`config.mk`:
```
export PLATFORM = sky130hd
export DESIGN_NAME = uart_tx_arbiter
export DESIGN_NICKNAME = d
export VERILOG_FILES = /design/src/rtl/uart_tx_arbiter.sv
export SDC_FILE = /design/constraint.sdc
export NUM_CORES = 1
export LEC_CHECK = 0
export BUFFER_PORTS_ARGS = -buffer_cell sky130_fd_sc_hd__buf_2
export CORE_MARGIN = 3
export CORE_UTILIZATION = 41
export DETAILED_ROUTE_END_ITERATION = 10
export PLACE_DENSITY = 0.74
export SLEW_MARGIN = 15
export SYNTH_ARGS = -nofsm -noshare
export SYNTH_HDL_FRONTEND = slang
export SYNTH_SLANG_ARGS = --single-unit
```
`constraint.sdc`:
```
create_clock -name clk -period 1.93 [get_ports clk]
set_clock_uncertainty 0.15 [all_clocks]
set_input_delay 0.2895 -clock clk [delete_from_list [all_inputs] [get_ports clk]]
set_output_delay 0.2895 -clock clk [all_outputs]
set_load 0.01 [all_outputs]
```
`src/rtl/uart_tx_arbiter.sv`:
```
// Round-robin arbiter that feeds one UART transmitter from NUM_REQ requesters,
// launching one frame at a time and supervising the transmitter busy handshake.
module uart_tx_arbiter #(
    parameter int INPUT_DATA_WIDTH = 8,
    parameter int NUM_REQ          = 4,
    parameter int BUSY_TIMEOUT     = 16
) (
    input  logic                                clk,
    input  logic                                reset,
    input  logic [NUM_REQ-1:0]                  req,
    input  logic [NUM_REQ*INPUT_DATA_WIDTH-1:0] req_data,
    output logic [NUM_REQ-1:0]                  gnt,
    output logic                                tx_enable,
    output logic [INPUT_DATA_WIDTH-1:0]         tx_data,
    input  logic                                tx_busy,
    output logic                                active,
    output logic                                done,
    output logic [$clog2(NUM_REQ)-1:0]          done_id,
    output logic                                timeout_err
);
    localparam int IDX_W = $clog2(NUM_REQ);
    localparam int CNT_W = $clog2(BUSY_TIMEOUT + 1);

    localparam logic [1:0] IDLE      = 2'd0;
    localparam logic [1:0] LAUNCH    = 2'd1;
    localparam logic [1:0] WAIT_BUSY = 2'd2;
    localparam logic [1:0] WAIT_DONE = 2'd3;

    logic [1:0]       state;
    logic [IDX_W-1:0] ptr;
    logic [IDX_W-1:0] win;
    logic [IDX_W-1:0] cand;
    logic [IDX_W-1:0] ptr_next;
    logic             found;
    logic [CNT_W-1:0] cnt;
    logic             grant_ok;
    logic             busy_expired;

    // Rotating priority search: first set request at or after ptr, wrapping.
    always_comb begin
        found = 1'b0;
        win   = '0;
        cand  = '0;
        for (int k = 0; k < NUM_REQ; k++) begin
            cand = IDX_W'((int'(ptr) + k) % NUM_REQ);
            if (!found && req[cand]) begin
                found = 1'b1;
                win   = cand;
            end
        end
        ptr_next = IDX_W'((int'(win) + 1) % NUM_REQ);
    end

    assign grant_ok     = !reset && (state == IDLE) && !tx_busy && found;
    assign busy_expired = (cnt == CNT_W'(BUSY_TIMEOUT - 1));

    // Strobes are decoded from the current state so each lands in its own cycle.
    assign gnt         = grant_ok ? (NUM_REQ'(1) << win) : '0;
    assign tx_enable   = !reset && (state == LAUNCH);
    assign done        = !reset && (state == WAIT_DONE) && !tx_busy;
    assign timeout_err = !reset && (state == WAIT_BUSY) && !tx_busy && busy_expired;
    assign active      = (state != IDLE);

    always_ff @(posedge clk) begin
        if (reset) begin
            state   <= IDLE;
            ptr     <= '0;
            cnt     <= '0;
            tx_data <= '0;
            done_id <= '0;
        end else begin
            case (state)
                IDLE: begin
                    if (grant_ok) begin
                        tx_data <= req_data[int'(win)*INPUT_DATA_WIDTH +: INPUT_DATA_WIDTH];
                        done_id <= win;
                        ptr     <= ptr_next;
                        state   <= LAUNCH;
                    end
                end
                LAUNCH: begin
                    cnt   <= '0;
                    state <= WAIT_BUSY;
                end
                WAIT_BUSY: begin
                    if (tx_busy) begin
                        state <= WAIT_DONE;
                    end else if (busy_expired) begin
                        state <= IDLE;
                    end else begin
                        cnt <= cnt + CNT_W'(1);
                    end
                end
                WAIT_DONE: begin
                    if (!tx_busy) begin
                        state <= IDLE;
                    end
                end
                default: state <= IDLE;
            endcase
        end
    end
endmodule
```
==> results.md <==
* Most frequent cells in the layout: buf_2, buf_4, mux2i_1
* Final Power at 1.017 mW
* Reg-to-Reg Start: state[1]$_SDFFE_PP0P_
* Input/output buffers at 56
* Critical Path Source Type: flip-flop
* Fmax at 433.8 MHz
* Clock network power share at 0.195
* Reg2reg path depth at 5
* Required @ worst endpoint at about 1500 ps
* CTS sink cnt at 19
* CTS max path bufs at 2
* Psw at 0.3209 mW
* Syn_nets at 166
* Max capacitance violation total at 0
* Reg2reg end: tx_data[1]$_SDFFE_PP0P_
* Area Growth Syn to Fin at 55.34%
* Share of layout cells above drive strength 1 at 0.5665
* Sequential Power Share at 0.440
* Die extent in y at roughly 59 um
* Lkg Pwr at 0.8665 nW
* Final Util at 0.6957
* Root Driver: clkbuf_4
* Vias in the first global route at ~1300
* Max FO, Critical Path at 3
* WP data arrival at 1870 ps
* Cell variety after synth at 38
* Post-synth ARST share at 0
* PD cells at ~560 nW/um^2
* Ranking of synthesized cells by area: dfxtp_1, mux2i_1, o221ai_2
* Final Cycle Share at 1.194
* Comb pwr share at 0.366
* Min Clock Period, post-route at between 2000 and 2500 ps
* Clock Latency Late Sink at 300 ps
* WHS Endpoint: tx_data[6]$_SDFFE_PP0P_
* Starting density of the core at 0.4478
* Relative slew slack at 0.7454
* Core area at 2590 sq um
* Area of the die at 3503 sq um
* Yosys synthesis warning count at 0
* Failing checks: setup timing
* Post-route ant nets at 0
* First-pass GRT wire length at 5.451 mm
* Sequential cell area at between 300 and 400 sq um
* DR vias/cell at between 5 and 6
* Final setup vio count at 6
* Standard-cell rows at 18
* Sw Ratio at 0.3154
* RSZ-0062 raised after global routing: true
* Synth Instances at 125
* Worst setup margin at -375.1 ps
* Final HPWL DP at between 2 and 2.5 mm
* Synth Flop Type: dfxtp_1
* Final antenna diode count at 0
* Vias at 1298
* Most common cell after layout, fill and taps aside: buf_2
* FF+latch count, synth at 19
* Worst IR Drop VDD at just under 0.5 mV
* Largest area contributor in the netlist: dfxtp_1
* Routed WL per cell at 14.90 um
* Syn avg cell area at 9.279 sq um
* Synthesized area at 1160 sq um
* Critical path class: flip-flop to output port
* IO Pins at between 50 and 60
* Status: finished, violations left
* Worst-margin pin slew at 378.4 ps
* Worst Setup End Kind: output port
* Largest net degree at the start of global routing at 22
* Chip width at 59.19 um
* Multi-input gate area at 852.1 sq um
* Cell-internal power at a little under 0.7 mW
* GP Congestion at ~0.80
* Reg2Reg Setup Slack at 0 ps
* DRC at 0
* Cts bufs inserted at 3
* CTS tree: yes
* Final Slew Violations at 0
* Reg clk slew, reported paths at 100 ps
* GRT overflow at 0
* Worst Hold Class: input pin to flip-flop
* H-tree Lvls at 1
* Final Hold Fails at 0
* Register area share after synthesis at 0.3279
* Nets at 245
* Drt pass-1 iters at 4
* Worst Hold Depth at 3
* Final wirelength at 3.472 mm
* Top-area cell type share of the netlist area at 0.3279
* Number of synthesized flops with an enable pin at 0
* Antenna violations before repair at 0
* Number of fill cells at between 200 and 250
* Starting DRT DRC Count at 58
* Min-delay src: req_data[30]
* Global Route Usage Sum at 0.2000
* Setup_tns at -936.4 ps
worst max path at each step:
stage | from | end | slack (ps) | cells past startpoint
floorplan | state[1]$_SDFFE_PP0P_ | gnt[1] | -110 | 5
global placement | cnt[0]$_SDFFE_PP0P_ | cnt[4]$_SDFFE_PP0P_ | -100 | 6
detailed placement | cnt[0]$_SDFFE_PP0P_ | cnt[4]$_SDFFE_PP0P_ | -150 | 6
CTS | state[1]$_SDFFE_PP0P_ | gnt[1] | -390 | 5
global route | state[1]$_SDFFE_PP0P_ | gnt[1] | -460 | 5
finish | state[1]$_SDFFE_PP0P_ | gnt[1] | -380 | 5
worst max-delay path, cell delays in order, from the launching register on:
cell,delay (ps)
dfxtp_2,330
or2_4,240
or4_4,490
or2_4,270
a21oi_2,100
buf_2,130
synthesized netlist by cell type, drive strengths merged, types with 2 or more instances:
master / count
mux2i: 17
dfxtp: 19
buf: 4
nor4: 2
and3: 3
o221ai: 9
or2: 3
a21oi: 11
ha: 2
inv: 4
nand2: 8
nor2b: 2
nor2: 7
nand3b: 9
clkbuf: 2
nand3: 4
o21ai: 2
sequential cells by signal, summed over array words and instances, names as in the netlist:
signal / cells
cnt: 5
done_id: 2
ptr: 2
state: 2
tx_data: 8
kinds of logic (layout without fill, tap and decap cells):
| kind of cell | count (synthesis) | in the layout | synth area share |
|---|---|---|---|
| AO/OA/AOI/OAI | 27 | 27 | 0.2082 |
| AND/OR/NAND/NOR | 49 | 49 | 0.2514 |
| multiplexers | 17 | 17 | 0.1467 |
| buffers and inverters | 10 | 88 | 0.03668 |
| adder cells (fa/ha/maj) | 2 | 2 | 0.02157 |
| flip-flops | 19 | 19 | 0.3279 |
| XOR/XNOR | 1 | 1 | 0.007553 |
cell type report:
type                       instances  share of cell area
multi-input combinational         96              0.4729
clock buffer                       3             0.01250
clock inverter                     1            0.002778
inverter                           4            0.008333
sequential                        19              0.2146
tap                               30             0.02083
timing repair buffer              80              0.2681
layer usage:
metal  share of wire  up-vias  global-route usage
met5               0        -                   0
met4           0.013        0             0.03883
met3           0.050        6             0.05229
met2            0.55       38              0.3822
met1            0.38      632              0.2179
li1                -      622                   -
what timing repair did:
action / in CTS / in global routing
gates resized for setup: 15 / 7
setup endpoints to repair: 13 / 17
pin swaps: 7 / 4
gates cloned: 0 / 0
setup buffers: 6 / 4
hold buffers: 0 / 0
through the flow:
step	worst slack (ps)	hold WS (ps)	instances	instance area [sq um]
4_1_cts	-385.1	129.5	230	1747
3_3_place_gp	-103.6	303.3	220	1607
2_1_floorplan	-113.2	282.4	125	1191
3_5_place_dp	-153.6	304.1	220	1607
5_1_grt	-455.0	128.6	233	1802
6_report	-375.1	131.4	233	1802
power by group through the flow:
stage / Clock (mW) / Combinational [mW] / Sequential (mW)
after floorplan: 0 / 0.183 / 0.466
after global placement: 0 / 0.323 / 0.451
after detailed placement: 0 / 0.335 / 0.453
after CTS: 0.206 / 0.361 / 0.446
after global routing: 0.225 / 0.405 / 0.452
final: 0.198 / 0.372 / 0.447
Note: power is estimated with default switching activity, not from simulation.
